File: config.mk
export PLATFORM = sky130hd
export DESIGN_NAME = load_store_unit
export DESIGN_NICKNAME = d
export VERILOG_FILES = /design/src/rtl/lsu_pkg.sv /design/src/rtl/lsu_align.sv /design/src/rtl/load_store_unit.sv
export SDC_FILE = /design/constraint.sdc
export NUM_CORES = 1
export LEC_CHECK = 0
export ABC_AREA = 1
export CORE_MARGIN = 4
export CORE_UTILIZATION = 35
export DETAILED_ROUTE_END_ITERATION = 10
export HOLD_SLACK_MARGIN = 0.06
export PLACE_DENSITY = 0.74
export SLEW_MARGIN = 20
export SYNTH_ARGS = -nofsm -noshare
export SYNTH_HDL_FRONTEND = slang
export SYNTH_SLANG_ARGS = --single-unit
File: constraint.sdc
create_clock -name clk -period 2.4 [get_ports clk]
set_clock_uncertainty 0.05 [all_clocks]
set_input_delay 0.72 -clock clk [delete_from_list [all_inputs] [get_ports clk]]
set_output_delay 0.72 -clock clk [all_outputs]
set_load 0.03 [all_outputs]
File: src/rtl/lsu_pkg.sv
// ---------------------------------------------------------------------------
// lsu_pkg
// Shared definitions for the load/store unit:
//   - RV32I funct3 width/sign encodings for loads and stores
//   - FSM state encoding used by load_store_unit
//   - access_fault(): flags misaligned or illegal memory operations
// ---------------------------------------------------------------------------
package lsu_pkg;

  localparam logic [2:0] F3_B  = 3'b000;
  localparam logic [2:0] F3_H  = 3'b001;
  localparam logic [2:0] F3_W  = 3'b010;
  localparam logic [2:0] F3_BU = 3'b100;
  localparam logic [2:0] F3_HU = 3'b101;

  typedef enum logic [2:0] {
    IDLE = 3'd0,
    REQ  = 3'd1,
    WAIT = 3'd2,
    DONE = 3'd3,
    ERR  = 3'd4
  } lsu_state_e;

  // Returns 1 when the operation must not reach memory. Stores only have
  // b/h/w encodings. Loads additionally allow bu/hu.
  function automatic logic access_fault(input logic       write,
                                        input logic [2:0] funct3,
                                        input logic [1:0] addr_lo);
    logic illegal;
    logic misaligned;
    illegal    = 1'b0;
    misaligned = 1'b0;
    case (funct3)
      F3_B:  illegal = 1'b0;
      F3_H:  misaligned = addr_lo[0];
      F3_W:  misaligned = (addr_lo != 2'b00);
      F3_BU: illegal = write;
      F3_HU: begin
        illegal    = write;
        misaligned = addr_lo[0];
      end
      default: illegal = 1'b1;
    endcase
    return illegal | misaligned;
  endfunction

endpackage

File: src/rtl/lsu_align.sv
// ---------------------------------------------------------------------------
// lsu_align
// Purely combinational lane steering for the load/store unit.
// Ports:
//   funct3_i      : latched RV32I width/sign field
//   addr_lo_i     : latched byte offset within the word
//   wdata_i       : latched store data (rs2)
//   rdata_i       : raw word returned by memory
//   store_wdata_o : store data replicated across the byte lanes
//   be_o          : byte enables (same rule for loads and stores)
//   load_data_o   : selected and sign/zero-extended load result
// ---------------------------------------------------------------------------
module lsu_align
  import lsu_pkg::*;
(
  input  logic [2:0]  funct3_i,
  input  logic [1:0]  addr_lo_i,
  input  logic [31:0] wdata_i,
  input  logic [31:0] rdata_i,
  output logic [31:0] store_wdata_o,
  output logic [3:0]  be_o,
  output logic [31:0] load_data_o
);

  logic [7:0]  laneB;
  logic [15:0] laneH;

  // Pick the addressed byte and halfword out of the returned word.
  always_comb begin
    laneB = rdata_i[7:0];
    case (addr_lo_i)
      2'b00: laneB = rdata_i[7:0];
      2'b01: laneB = rdata_i[15:8];
      2'b10: laneB = rdata_i[23:16];
      2'b11: laneB = rdata_i[31:24];
      default: laneB = rdata_i[7:0];
    endcase
    laneH = addr_lo_i[1] ? rdata_i[31:16] : rdata_i[15:0];
  end

  // funct3[1:0] encodes the width and funct3[2] selects zero extension.
  // Word accesses and anything unrecognised fall through untouched.
  always_comb begin
    be_o          = 4'b1111;
    store_wdata_o = wdata_i;
    load_data_o   = rdata_i;
    case (funct3_i[1:0])
      2'b00: begin
        be_o          = 4'b0001 << addr_lo_i;
        store_wdata_o = {4{wdata_i[7:0]}};
        load_data_o   = funct3_i[2] ? {24'b0, laneB} : {{24{laneB[7]}}, laneB};
      end
      2'b01: begin
        be_o          = addr_lo_i[1] ? 4'b1100 : 4'b0011;
        store_wdata_o = {2{wdata_i[15:0]}};
        load_data_o   = funct3_i[2] ? {16'b0, laneH} : {{16{laneH[15]}}, laneH};
      end
      default: begin
        be_o          = 4'b1111;
        store_wdata_o = wdata_i;
        load_data_o   = rdata_i;
      end
    endcase
  end

endmodule

File: src/rtl/load_store_unit.sv
// ---------------------------------------------------------------------------
// load_store_unit
// Multi-cycle load/store unit between the RV32I core and a variable-latency
// data memory using a req/gnt/rvalid handshake. One transaction at a time.
// Core side:
//   ls_valid/ls_write/ls_funct3/ls_addr/ls_wdata : operation from the core
//   ls_stall      : hold PC and suppress writeback
//   ls_done       : one-cycle completion pulse
//   ls_rdata      : extended load data, only non-zero with ls_done on a load
//   ls_misaligned : pulses with ls_done on a misaligned/illegal access
// Memory side:
//   mem_req/mem_we/mem_addr/mem_wdata/mem_be : request, stable until mem_gnt
//   mem_gnt       : request accepted
//   mem_rvalid    : response (load data or store ack)
//   mem_rdata     : load data
// clk rising edge; reset is synchronous and active-low.
// ---------------------------------------------------------------------------
module load_store_unit
  import lsu_pkg::*;
#(
  parameter int ADDR_W = 32
) (
  input  logic              clk,
  input  logic              reset,
  input  logic              ls_valid,
  input  logic              ls_write,
  input  logic [2:0]        ls_funct3,
  input  logic [ADDR_W-1:0] ls_addr,
  input  logic [31:0]       ls_wdata,
  output logic              ls_stall,
  output logic              ls_done,
  output logic [31:0]       ls_rdata,
  output logic              ls_misaligned,
  output logic              mem_req,
  output logic              mem_we,
  output logic [ADDR_W-1:0] mem_addr,
  output logic [31:0]       mem_wdata,
  output logic [3:0]        mem_be,
  input  logic              mem_gnt,
  input  logic              mem_rvalid,
  input  logic [31:0]       mem_rdata
);

  lsu_state_e        state_q, state_d;
  logic              write_q;
  logic [2:0]        funct3_q;
  logic [ADDR_W-1:0] addr_q;
  logic [31:0]       wdata_q;
  logic [31:0]       rdata_q;

  logic [31:0] storeWdata;
  logic [3:0]  byteEn;
  logic [31:0] loadData;
  logic        fault;
  logic        latch;

  lsu_align u_align (
    .funct3_i      (funct3_q),
    .addr_lo_i     (addr_q[1:0]),
    .wdata_i       (wdata_q),
    .rdata_i       (mem_rdata),
    .store_wdata_o (storeWdata),
    .be_o          (byteEn),
    .load_data_o   (loadData)
  );

  // The fault check looks at the live inputs so the decision is made in
  // the same cycle the operation is latched.
  assign fault = access_fault(ls_write, ls_funct3, ls_addr[1:0]);
  assign latch = (state_q == IDLE) && ls_valid;

  // Next-state logic. DONE and ERR always return to IDLE, so an ls_valid
  // still high during those cycles is never taken as a new request.
  always_comb begin
    state_d = state_q;
    case (state_q)
      IDLE: if (ls_valid) state_d = fault ? ERR : REQ;
      REQ:  if (mem_gnt) state_d = WAIT;
      WAIT: if (mem_rvalid) state_d = DONE;
      DONE: state_d = IDLE;
      ERR:  state_d = IDLE;
      default: state_d = IDLE;
    endcase
  end

  // State, operation capture and load-result capture. The operation is
  // latched only on the IDLE acceptance cycle so later input changes from
  // the core are ignored until the unit is idle again.
  always_ff @(posedge clk) begin
    if (!reset) begin
      state_q  <= IDLE;
      write_q  <= 1'b0;
      funct3_q <= 3'b000;
      addr_q   <= '0;
      wdata_q  <= 32'b0;
      rdata_q  <= 32'b0;
    end else begin
      state_q <= state_d;
      if (latch) begin
        write_q  <= ls_write;
        funct3_q <= ls_funct3;
        addr_q   <= ls_addr;
        wdata_q  <= ls_wdata;
      end
      if ((state_q == WAIT) && mem_rvalid) begin
        rdata_q <= loadData;
      end
    end
  end

  // Memory-side outputs are driven only while requesting, so they read as
  // zero in every other state and right after reset.
  always_comb begin
    mem_req   = (state_q == REQ);
    mem_we    = mem_req & write_q;
    mem_addr  = mem_req ? {addr_q[ADDR_W-1:2], 2'b00} : '0;
    mem_wdata = mem_req ? storeWdata : 32'b0;
    mem_be    = mem_req ? byteEn : 4'b0000;
  end

  // Core-side outputs. Stall is gated by reset so everything reads zero
  // while reset is held, even if the core keeps ls_valid high.
  always_comb begin
    ls_stall      = reset & (((state_q == IDLE) & ls_valid) |
                             (state_q == REQ) | (state_q == WAIT));
    ls_done       = (state_q == DONE) | (state_q == ERR);
    ls_misaligned = (state_q == ERR);
    ls_rdata      = ((state_q == DONE) && !write_q) ? rdata_q : 32'b0;
  end

endmodule

==> flow_summary_export.csv <==
group,metric,value,unit
outcome,status,"finished, final reports clean",
synth,synthMuxAreaShare,0,%
drt,vias,5750,
power,powerDensity,607.2,nW/µm²
clock_tree,cts_buffer_depth,2,
drt,wl_met2,8000,µm
synth,synth_warnings,0,
power,leakagePower,3.414,nW
timing,rsz0062_at_grt,"yes",
finish,insertedDiodeCount,0,
worst_setup_path,critPathSlowestCell,"dfxtp_2",
worst_hold_path,holdCritPathClass,"register to register",
finish,stdcell_count,1188,
clock_tree,cts_tree,"built",
drt,wl_met3,1372,µm
floorplanning,initial_core_util,35.96,%
global_route,grt_pass1_vias,5288,
floorplanning,core,14590,µm²
timing,worstMarginPinSlew,613.8,ps
timing,max_slew_margin,58.81,%
synth,ys_ff_latch,103,
global_route,grt.total_usage,19.04,%
worst_hold_path,min_to,"addr_q[8]",
drt,viasPerCell,4.840,
worst_setup_path,reg2reg_to,"wdata_q[4]",
floorplanning,num_rows,44,
floorplanning,die_w,130.4,µm
worst_hold_path,holdPathStages,2,
timing,timing.final.ws_setup,33.04,ps
global_route,grt_max_degree,69,
synth,synthSimpleGateAreaFrac,21.80,%
worst_setup_path,crit_path_cell_trace,"nor2_4, nand2_4, buf_4, buf_4, a21oi_1, buf_12",
synth,syn-mean-instance-area,6.509,µm²
floorplanning,io_pins,210,
synth,synth_top_family_by_area,"compound AO/OA/AOI/OAI gates",
worst_setup_path,crit_required,1630,ps
worst_setup_path,crit_arrival,1600,ps
placed_design,placed_cell_area,7397,µm²
worst_setup_path,r2r.worst_path.cells,7,
job,cap_violations,0,
synth,syn_area,5246,µm²
timing,holdWs,404.3,ps
synth,synthXorXnorAreaFrac,0,%
clock_tree,h-tree-depth,3,
clock_tree,postCtsHoldBufs,0,
finish,layout_common_cells,"a21oi_1, inv_1, nand2_1, buf_4, clkdlybuf4s50_1",
global_route,antenna_found_initial,1,
drt,dr.first_iter.drc_count,472,
drt,wl,17250,µm
timing,clock.fmax,422.5,MHz
synth,synth_compound_area_share,24.06,%
timing,hold_violations,0,
finish,design_area,7981,µm²
drt,drc,0,
placed_design,gp_congestion,0.8597,
clock_tree,clkTransAtPathRegs,70,ps
finish,drive_gt1_share,19.42,%
worst_setup_path,reg2reg_slack,620,ps
timing,fin_setup_tns,0,ps
drt,drtAntennaViolNets,0,
drt,met1Wirelength,7396,µm
worst_setup_path,startpoint_type,"register",
global_route,overflow,0,
synth,syn_inst,806,
clock_tree,cts_root_buf,"clkbuf_16",
power,vdd_ir_drop_max,0.0003729,V
timing,final_max_slew_viol_count,0,
placed_design,dp_hpwl,12390,µm
timing,setup_viol_count_final,0,
worst_hold_path,hold_path_startpoint,"addr_q[8]",
placed_design,dp_cells,1168,
synth,yosysSeqAreaShare,39.30,%
finish,finish.net_count,1106,
drt,first_pass_iters,6,
floorplanning,die_h,130.4,µm
placed_design,place_ws,5.724,ps
worst_setup_path,slowest_delay,330,ps
finish,syn2layout_area_growth,52.13,%
synth,synthAdderAreaFrac,0,%
worst_setup_path,crit_type,"register to primary output",
finish,final_common_cell,"a21oi_1",
worst_setup_path,r2r-start,"state_q[0]",
drt,maxUsedRoutingLayer,"met5",
placed_design,io_buffers,207,
clock_tree,clock-sinks,103,
clock_tree,clkLatencyLatePin,350,ps
worst_setup_path,critPathMaxFanout,6,
global_route,grt_first_pass_wirelength,25850,µm
clock_tree,cts_inserted_buffers,9,
worst_setup_path,endpoint_kind,"primary output",
synth,synth_cell_type_count,29,
drt,avgRoutedWirePerCell,14.52,µm
floorplanning,dieArea,17010,µm²
timing,finalCritPeriodShare,98.62,%
timing,period_needed,2367,ps
worst_setup_path,path_common_cell,"buf_4",
## synthesized netlist by cell type
| master | count | area, µm² |
|---|---|---|
| buf_6 | 9 | 101.4 |
| nand2_2 | 1 | 6.260 |
| nor2_1 | 115 | 431.7 |
| o21ai_0 | 84 | 420.4 |
| inv_2 | 3 | 11.26 |
| nand4_1 | 1 | 6.260 |
| a21oi_2 | 1 | 8.760 |
| inv_1 | 116 | 435.4 |
| o21ai_1 | 11 | 55.05 |
| nand3_1 | 45 | 225.2 |
| clkbuf_1 | 25 | 93.84 |
| buf_2 | 19 | 95.09 |
| a31oi_1 | 1 | 6.260 |
| a211oi_1 | 2 | 15.01 |
| conb_1 | 1 | 3.750 |
| nand3_2 | 1 | 10.01 |
| a21oi_1 | 136 | 680.7 |
| nand3_4 | 1 | 17.52 |
| buf_1 | 2 | 7.510 |
| o21bai_1 | 1 | 7.510 |
| a211oi_2 | 1 | 12.51 |
| nor3_4 | 1 | 16.27 |
| clkinv_1 | 2 | 7.510 |
| buf_4 | 3 | 22.52 |
| nor2_2 | 1 | 6.260 |
| o22ai_1 | 9 | 56.30 |
| nand3b_1 | 2 | 15.01 |
| nand2_1 | 109 | 409.1 |
| dfxtp_1 | 103 | 2062 |
## registers in the layout, indices dropped and copies added, names as in the netlist
signal    count
write_q       1
wdata_q      32
state_q       3
addr_q       32
funct3_q      3
rdata_q      32
## cell families after synthesis
logic type             count (synthesis)
DFF                                  103
other                                  1
and+or+nand+nor                      277
buffers and inverters                179
AOI/OAI and AO/OA                    246
## worst max path at each step
| stage | from | endpoint |
|---|---|---|
| 2_1_floorplan | ls_valid | ls_stall |
| 3_3_place_gp | ls_valid | ls_stall |
| 3_5_place_dp | ls_valid | ls_stall |
| 4_1_cts | state_q[2] | mem_wdata[19] |
| 5_1_grt | state_q[1] | mem_wdata[21] |
| 6_report | state_q[1] | mem_wdata[19] |
## layer usage
layer,GRT usage (%),vias up
li1,-,2965
met1,24.49,2548
met2,30.90,202
met3,4.593,33
met4,7.502,2
met5,0,-
## report_power, final
group / internal (mW) / total (mW) / leakage, nW / switching, mW
Combinational: 0.559 / 1.35 / 2.42 / 0.791
Clock: 0.902 / 1.54 / 0.144 / 0.637
Sequential: 1.87 / 1.96 / 0.848 / 0.0825
## critical path: cells and delay by family, from the launching register on
kind            cells  cell delay, ps
compound gates      1             210
simple gates        2             230
buf+inv             3             470
flops               1             330
## per-stage QoR
step | power, mW | utilization, %
after floorplan | 2.765 | -
after global placement | 3.241 | 50.70
after detailed placement | 3.256 | 50.70
after CTS | 4.832 | 53.40
after global routing | 5.092 | 54.71
final | 4.846 | 54.71
## final cells by class
type,count,area (µm²)
inverters,121,464.2
clock inverters,4,72.57
flip-flops and latches,103,2068
clock buffers,10,229.0
fillers,1395,6608
repair buffers,241,2367
multi-input cells,525,2550
well taps,184,230.2
## timing repair
action | 4_1_cts | 5_1_grt
buffers inserted | 2 | 2
pin swaps | 0 | 3
resized for setup | 40 | 43
endpoints found under the setup margin | 65 | 44
cloned | 0 | 2
Note: power is estimated with default switching activity, not from simulation.
